`config.mk`:
```
export PLATFORM = sky130hd
export DESIGN_NAME = bus_timer_responder
export DESIGN_NICKNAME = d
export VERILOG_FILES = /design/src/rtl/bus_timer_responder_pkg.sv /design/src/rtl/bus_timer_responder_strobe.sv /design/src/rtl/bus_timer_responder.sv
export SDC_FILE = /design/constraint.sdc
export NUM_CORES = 1
export LEC_CHECK = 0
export ABC_AREA = 1
export CAP_MARGIN = 0
export CORE_UTILIZATION = 58
export CTS_CLUSTER_SIZE = 28
export DETAILED_ROUTE_END_ITERATION = 16
export GPL_TIMING_DRIVEN = 0
export PLACE_DENSITY = 0.95
export SLEW_MARGIN = 20
export SYNTH_ARGS = -nofsm -noshare
export SYNTH_HDL_FRONTEND = slang
export SYNTH_HIERARCHICAL = 1
export SYNTH_SLANG_ARGS = --single-unit
```
`constraint.sdc`:
```
create_clock -name CLK -period 4.35 [get_ports CLK]
set_clock_uncertainty 0.05 [all_clocks]
set_input_delay 0.6525 -clock CLK [delete_from_list [all_inputs] [get_ports CLK]]
set_output_delay 0.6525 -clock CLK [all_outputs]
set_load 0.02 [all_outputs]
```
`src/rtl/bus_timer_responder_pkg.sv`:
```
// Shared constants for the bus timer responder: register map,
// control/status bit positions and the window decode width.
package bus_timer_responder_pkg;

    typedef enum logic [1:0] {
        REG_CTRL   = 2'd0,
        REG_RELOAD = 2'd1,
        REG_COUNT  = 2'd2,
        REG_STATUS = 2'd3
    } reg_off_t;

    localparam int CTRL_W = 4;
    localparam int CTRL_EN = 0;
    localparam int CTRL_IE = 1;
    localparam int CTRL_AUTO = 2;
    localparam int CTRL_ISEL = 3;

    localparam int STATUS_EXPIRED = 0;

    // Address bits below this index select a register inside the window.
    localparam int DEC_LSB = 3;

    function automatic logic [15:0] lane_merge(
        input logic [15:0] old,
        input logic [15:0] din,
        input logic        lo,
        input logic        hi
    );
        lane_merge = {hi ? din[15:8] : old[15:8],
                      lo ? din[7:0]  : old[7:0]};
    endfunction

endpackage

```
`src/rtl/bus_timer_responder_strobe.sv`:
```
// Registers one active-low bus strobe and flags its falling edge.
// Reset treats the strobe as already low so a held access is not replayed.
module bus_strobe_edge (
    input  logic CLK,
    input  logic RESET,
    input  logic strobe_n,
    output logic fall
);

    logic prev_n;

    always_ff @(posedge CLK) begin
        if (RESET) prev_n <= 1'b0;
        else prev_n <= strobe_n;
    end

    assign fall = prev_n & ~strobe_n;

endmodule

```
`src/rtl/bus_timer_responder.sv`:
```
// Memory-mapped 16-bit down-counter timer responding to RDN/WRN0/WRN1,
// with prescaler, auto-reload and routable level interrupt.
module bus_timer_responder
    import bus_timer_responder_pkg::*;
#(
    parameter logic [15:0] BASE_ADDR = 16'hFF00,
    parameter int          PRESCALE  = 16
) (
    input  logic        CLK,
    input  logic        RESET,
    input  logic [15:0] ADDR,
    input  logic [15:0] DIN,
    input  logic        RDN,
    input  logic        WRN0,
    input  logic        WRN1,
    output logic [15:0] DOUT,
    output logic        DOUT_OEN,
    output logic        INT0,
    output logic        INT1
);

    localparam int PW = (PRESCALE > 1) ? $clog2(PRESCALE) : 1;
    localparam logic [PW-1:0] PMAX = PW'(PRESCALE - 1);

    logic rd_fall, wr0_fall, wr1_fall;

    bus_strobe_edge u_rd  (.CLK(CLK), .RESET(RESET), .strobe_n(RDN),  .fall(rd_fall));
    bus_strobe_edge u_wr0 (.CLK(CLK), .RESET(RESET), .strobe_n(WRN0), .fall(wr0_fall));
    bus_strobe_edge u_wr1 (.CLK(CLK), .RESET(RESET), .strobe_n(WRN1), .fall(wr1_fall));

    logic              hit;
    reg_off_t          off;
    logic              wr_lo, wr_hi;
    logic              unused_addr;

    assign hit = (ADDR[15:DEC_LSB] == BASE_ADDR[15:DEC_LSB]);
    assign off = reg_off_t'(ADDR[2:1]);
    assign wr_lo = wr0_fall & hit;
    assign wr_hi = wr1_fall & hit;
    assign unused_addr = ADDR[0];

    logic [CTRL_W-1:0] ctrl_q, ctrl_n;
    logic [15:0]       reload_q, reload_n;
    logic [15:0]       count_q, count_n;
    logic              expired_q, expired_n;
    logic [PW-1:0]     presc_q, presc_n;
    logic [15:0]       dout_q;
    logic              oen_q;

    logic ctrl_wr, reload_wr, count_wr, status_wr;
    logic en, tick, tick_eff, expire, en_rise;
    logic [15:0] rdata;

    always_comb begin
        ctrl_wr = 1'b0;
        reload_wr = 1'b0;
        count_wr = 1'b0;
        status_wr = 1'b0;
        if (wr_lo || wr_hi) begin
            unique case (off)
                REG_CTRL:   ctrl_wr = 1'b1;
                REG_RELOAD: reload_wr = 1'b1;
                REG_COUNT:  count_wr = 1'b1;
                REG_STATUS: status_wr = 1'b1;
            endcase
        end
    end

    assign en = ctrl_q[CTRL_EN];
    assign tick = en & (presc_q == PMAX);
    // A COUNT write in the same cycle swallows the tick entirely.
    assign tick_eff = tick & ~count_wr;
    assign expire = tick_eff & (count_q == 16'd0);
    assign en_rise = ctrl_wr & wr_lo & DIN[CTRL_EN] & ~en;

    always_comb begin
        ctrl_n = ctrl_q;
        presc_n = presc_q;
        count_n = count_q;
        reload_n = reload_q;
        expired_n = expired_q;

        if (en) presc_n = (presc_q == PMAX) ? '0 : presc_q + 1'b1;
        if (en_rise) presc_n = '0;

        if (tick_eff) begin
            if (count_q != 16'd0) count_n = count_q - 1'b1;
            else if (ctrl_q[CTRL_AUTO]) count_n = reload_q;
        end
        if (expire && !ctrl_q[CTRL_AUTO]) ctrl_n[CTRL_EN] = 1'b0;

        if (ctrl_wr && wr_lo) ctrl_n = DIN[CTRL_W-1:0];
        if (reload_wr) reload_n = lane_merge(reload_q, DIN, wr_lo, wr_hi);
        if (count_wr) count_n = lane_merge(count_q, DIN, wr_lo, wr_hi);

        // Expiry outranks a same-cycle clear so no event is lost.
        if (status_wr && wr_lo && DIN[STATUS_EXPIRED]) expired_n = 1'b0;
        if (expire) expired_n = 1'b1;
    end

    always_comb begin
        rdata = '0;
        unique case (off)
            REG_CTRL:   rdata = {{(16 - CTRL_W){1'b0}}, ctrl_q};
            REG_RELOAD: rdata = reload_q;
            REG_COUNT:  rdata = count_q;
            REG_STATUS: rdata = {15'd0, expired_q};
        endcase
    end

    always_ff @(posedge CLK) begin
        if (RESET) begin
            ctrl_q <= '0;
            reload_q <= '0;
            count_q <= '0;
            expired_q <= 1'b0;
            presc_q <= '0;
            dout_q <= '0;
            oen_q <= 1'b1;
        end else begin
            ctrl_q <= ctrl_n;
            reload_q <= reload_n;
            count_q <= count_n;
            expired_q <= expired_n;
            presc_q <= presc_n;
            if (rd_fall && hit) begin
                dout_q <= rdata;
                oen_q <= 1'b0;
            end else if (RDN) begin
                oen_q <= 1'b1;
            end
        end
    end

    assign DOUT = dout_q;
    assign DOUT_OEN = oen_q;
    assign INT0 = expired_q & ctrl_q[CTRL_IE] & ~ctrl_q[CTRL_ISEL];
    assign INT1 = expired_q & ctrl_q[CTRL_IE] & ctrl_q[CTRL_ISEL];

endmodule

```
* Word-level counts from Yosys, hierarchy flattened
Cells that the tools add are included.
W data, S select, Z words.
** Word-level totals
- Register bits after elaboration :: 61
- Input bits :: 37
- Logic and storage cells :: 84
** Operators by class
- Add/sub/neg operators :: 2
- Eq/ne operators :: 7
- Mux-type cells :: 22
- Bitwise operators :: 20
- Reduce and logical (&&, ||, !) cells :: 20
** Operators with widths (count)
- $mux W16 :: 4
- $pmux W16 S4 :: 1
- $logic_not A16 Y1 :: 1
- $mux W8 :: 2
- $reduce_bool A16 Y1 :: 1
- $sub A16 B1 Y16 const B :: 1
- $and A1 B1 Y1 :: 14
- $mux W1 :: 14
- $eq A13 B13 Y1 const B :: 1
- $reduce_bool A2 Y1 :: 4
- $not A1 Y1 :: 6
- $reduce_and A3 Y1 :: 2
- $logic_and A1 B1 Y1 :: 5
- $add A4 B1 Y4 const B :: 1
- $eq A2 B2 Y1 const B :: 2
- $eq A4 B4 Y1 const B :: 1
- $mux W4 :: 1
- $ne A2 B2 Y1 const B :: 2
- $reduce_and A2 Y1 :: 2
- $reduce_bool A3 Y1 :: 1
- $eq A2 B1 Y1 const B :: 1
- $logic_not A2 Y1 :: 1
- $reduce_or A2 Y1 :: 1
- $logic_not A1 Y1 :: 1
- $logic_or A1 B1 Y1 :: 1

* Depth between registers and ports, before layout
- Word-level depth :: 11
- Mapped depth :: 12

* Cells and area by module
Netlist, hierarchy kept.
** By module, submodules not included
- bus_timer_responder :: instances 1, cells each 528, area an instance 3379.5 µm²
- bus_strobe_edge :: instances 3, cells each 5, area an instance 37.5 µm²

* Worst setup path after synthesis
No wires, ideal clock.
- Path kind :: input port to flip-flop
- From :: input ADDR[4]
- To :: register presc_q[0]
- Library setup time :: 132 ps
- Arrival time :: 1711 ps
- Required time :: 4168 ps
- Path slack :: 2457 ps
- Stages on the path :: 8
- Buffers on the path :: 0
- Cell sequence :: nor2_1 > nand3_1 > nor2_4 > nand2_1 > nor2_1 > nand2_1 > o21ai_0 > nor3b_1
** On the way
- Word-level cells in the longest chain between the ends :: 8
- Elaborated cells on any way between the ends :: 9
- Classes of those cells :: eq/ne (1); mux (1); bitwise (5); reduce/logical (2)
** Ends and longest elaborated chain
- start: declaration :: RTL line bus_timer_responder.sv:11 : input logic [15:0] ADDR,
- $eq A13 B13 Y1 (*) :: RTL line bus_timer_responder.sv:36 : assign hit = (ADDR[15:DEC_LSB] == BASE_ADDR[15:DEC_LSB]);
- $and A1 B1 Y1, on equally long branches :: RTL line bus_timer_responder.sv:38, bus_timer_responder.sv:39
- $logic_or A1 B1 Y1 :: RTL line bus_timer_responder.sv:59 : if (wr_lo || wr_hi) begin
- $mux W1 :: RTL line bus_timer_responder.sv:59
- $and A1 B1 Y1 (*) (3 in a row) :: RTL line bus_timer_responder.sv:74 : assign en_rise = ctrl_wr & wr_lo & DIN[CTRL_EN] & ~en;
- $reduce_or A2 Y1 (no line) (*)
- end signal: assignment :: RTL line bus_timer_responder.sv:125 : presc_q <= presc_n;
- end: declaration :: RTL line bus_timer_responder.sv:46 : logic [PW-1:0] presc_q, presc_n;
Every way passes the cells marked *; elsewhere a longest branch is shown, timed or not.
A chain may end at the register's enable or synchronous reset.

* Worst setup path after layout
- From :: input WRN0
- To :: register count_q[10]
** On the way
- Word-level cells in the longest chain between the ends :: 9
- Elaborated cells on any way between the ends :: 12
- Classes of those cells :: eq/ne (1); mux (2); bitwise (5); reduce/logical (4)
** Ends and longest elaborated chain
- start: declaration :: RTL line bus_timer_responder.sv:14 : input logic WRN0,
- $not A1 Y1 (*) :: RTL line bus_timer_responder_strobe.sv:17 : assign fall = prev_n & ~strobe_n;
- $and A1 B1 Y1 (*) :: RTL line bus_timer_responder_strobe.sv:17
- named net wr0_fall :: RTL line bus_timer_responder.sv:25 : logic rd_fall, wr0_fall, wr1_fall;
- $and A1 B1 Y1 (*) :: RTL line bus_timer_responder.sv:38 : assign wr_lo = wr0_fall & hit;
- $logic_or A1 B1 Y1 (*) :: RTL line bus_timer_responder.sv:59
- $mux W1 (*) :: RTL line bus_timer_responder.sv:59
- $not A1 Y1 :: RTL line bus_timer_responder.sv:72 : assign tick_eff = tick & ~count_wr;
- $and A1 B1 Y1 :: RTL line bus_timer_responder.sv:72
- $reduce_bool A2 Y1 (no line)
- $reduce_and A3 Y1 (no line)
- end signal: assignment :: RTL line bus_timer_responder.sv:123 : count_q <= count_n;
- end: declaration :: RTL line bus_timer_responder.sv:44 : logic [15:0] count_q, count_n;
The timed path passes the listed nets; every way through them passes the cells marked *.

==> flow_summary.ini <==
[run_status]
status = complete, no violations

[clocking]
cts_tree = built
clkTransAtPathRegs_ns = 0.07
h-tree-depth = 3
cts_buffer_depth = 2
cts.sinks = 61
cts_hold_buf = 0
cts_inserted_buffers = 9
cts_resized = 0
root_buffer = clkbuf_8
clk_latency_ns = 0.36
cts_setup_buffers = 0

[final_layout]
fill_cells = 427
seqCellArea_sq_um = 1220
num_antenna_cells = 0
syn2layout_area_growth_pct = 25.5
multi_input_area_sq_um = 1920
layout.nets = 648
layout-drive-gt1-share_pct = 8.48

[global_routing]
grt_max_degree = 12
grt_pass1_wl_um = 16400
antenna_found_initial = 0
grt_pass1_vias = 3590
gr-total-overflow = 0
track_usage_pct = 34.4

[sta]
fin_tns_setup_ns = 0
slew_violations = 0
tightest_slew_ns = 0.630
hold_violations = 0
rsz0062_at_grt = false
whs_ns = 0.434
finalSetupViolCount = 0
relSlewSlack_pct = 58.0
fmax_ghz = 0.398
min_period_ns = 2.51
period_share_pct = 57.8

[drt]
vias_per_cell = 5.85
routed_wl_um = 10400
ant_nets = 0
via_count = 4005
dr.first_iter.drc_count = 405
drtPass1Iterations = 5
drcViolationCount = 0
wl_per_cell_um = 15.1

[critical_path]
worstReg2RegStart = count_q[0]$_SDFFE_PP0P_
crit_required_ns = 4.59
worstPathArrival_ns = 2.75
crit_path_max_fanout = 10
worstSetupPathType = in -> reg
crit_path_start_kind = input port
end_kind = register
crit_start = WRN0

[power_and_ir_drop]
power_frac_comb_pct = 5.9
sw_frac_of_total_pct = 21.8
cellPowerDensity_nw_per_um2 = 301
seq_power_share_pct = 42.4
p_sw_mw = 0.287
leakagePower_nw = 1.94
power.internal_mw = 1.03
clockPowerShare_pct = 51.7
ir_drop_mv = 0.286

[yosys]
synth_nets = 583
synth_area_per_cell_sq_um = 6.43
synthDistinctLibCells = 33
mappedNetlistArea_sq_um = 3490
synth.area.top_cells = dfxtp_1, nand2_1, nor2_1, inv_1, nand3_1
synth_cells = 543
synth_top_area_share_pct = 35.0
yosys_register_bits = 61
synth_top_area_cell = dfxtp_1
seq_area_frac_synth_pct = 35.0
ys_warn_count = 6

[floorplanning]
placementRows = 27
pin_count = 56
die_w_um = 79.6
die_area_sq_um = 6340
core-area_sq_um = 5640
fp.dieH_um = 79.6
start_util_pct = 61.9

[placed_design]
place.gp.congestion = 0.890
io_buffers = 54
dpl.hpwl_um = 7320

[job]
maxCapViolations = 0

[min_path]
hold_path_class = reg -> reg
hold_path_startpoint = DOUT[13]$_SDFFE_PP0P_
==> final timing paths <==
check	to	slack, ns	cells past startpoint
min reg2reg	DOUT[13]$_SDFFE_PP0P_	0.43	2
max reg2reg	count_q[5]$_SDFFE_PP0P_	2.21	12
min	DOUT[13]$_SDFFE_PP0P_	0.43	2
max	count_q[10]$_SDFFE_PP0P_	1.84	8
==> per-stage QoR <==
stage | power, mW | util (%) | worst slack (ns) | cells | instance area, sq um
after floorplan | 0.600 | - | 2.46 | 543 | 3490
after global placement | 0.646 | 73.1 | 1.69 | 669 | 4120
after detailed placement | 0.648 | 73.1 | 1.56 | 669 | 4120
after CTS | 1.31 | 77.7 | 1.89 | 685 | 4380
after global routing | 1.34 | 77.7 | 1.72 | 685 | 4380
final | 1.32 | 77.7 | 1.84 | 685 | 4380
==> worst max-delay path, stage by stage <==
cell             delay, ns
clkdlybuf4s50_1       0.48
nor2_1                0.14
o211ai_1              0.44
clkbuf_1              0.51
nand3_1               0.22
nand2_1               0.12
nand2_1               0.05
a21oi_1               0.13
==> synth_stat cells <==
cell and n:
xor2_1 4, nand4_1 4, nor2_1 96, nor3b_1 1
buf_8 1, dfxtp_1 61, a21oi_1 18, nand2_4 2
o221ai_1 1, o211ai_1 2, buf_1 1, a21oi_2 1
o211ai_4 1, nand2_1 121, o21ai_0 27, nand2_2 3
nor2_2 12, a211oi_1 21, o22ai_1 15, buf_2 10
clkinv_1 1, or2_2 1, nand3_1 49, o21ai_1 3
o21ai_4 1, clkbuf_1 7, nor2_4 2, ha_1 3
o21a_1 1, nor3_1 4, inv_2 1, inv_1 67
nand3_4 1
==> layer usage <==
metal / track usage (%) / routed length [um]
met1: 40.9 / 4220
met3: 6.40 / 985
met2: 57.0 / 4870
met5: 0 / 0
met4: 20.7 / 297
==> layout make-up <==
class                      count  share of cell area (%)
buffer                        19                    2.17
multi-input combinational    394                    43.7
tap                           72                    2.05
inverter                      69                    5.91
sequential                    61                    27.9
clock inverter                 7                    3.14
clock buffer                   9                    2.83
timing repair buffer          54                    12.3
==> layout by cell type (no fill, tap or decap), drive strengths merged, types with 15 or more instances in the layout <==
master / synthesis / final
a21oi: 19 / 19
o21ai: 31 / 31
clkbuf: 7 / 16
o22ai: 15 / 15
nand3: 50 / 50
a211oi: 21 / 21
dfxtp: 61 / 61
nor2: 110 / 110
nand2: 126 / 126
inv: 68 / 68
clkdlybuf4s50: 0 / 54
==> power groups by stage <==
stage | combinational (mW) | clock [mW] | sequential [mW]
finish | 0.0779 | 0.682 | 0.560
floorplan | 0.0269 | 0 | 0.573
global route | 0.0824 | 0.699 | 0.560
CTS | 0.0759 | 0.678 | 0.560
detailed placement | 0.0754 | 0 | 0.573
global placement | 0.0737 | 0 | 0.573
==> cells by family (layout without fill, tap and decap cells) <==
| family | Yosys count | after routing | synth area share (%) |
|---|---|---|---|
| AOI/OAI and AO/OA | 91 | 91 | 16.3 |
| xor gates and xnor gates | 4 | 4 | 1.00 |
| adders and majority gates | 3 | 3 | 1.07 |
| buffers and inverters | 88 | 158 | 10.1 |
| DFF | 61 | 61 | 35.0 |
| and+or+nand+nor | 296 | 296 | 36.5 |
==> registers in the layout, summed over array words and instances (netlist names) <==
name          flops
reload_q         16
expired_q         1
ctrl_q            4
DOUT_OEN          1
count_q          16
presc_q           4
u_wr0/prev_n      1
DOUT             16
u_wr1/prev_n      1
u_rd/prev_n       1
(Power assumes the default switching activity.)
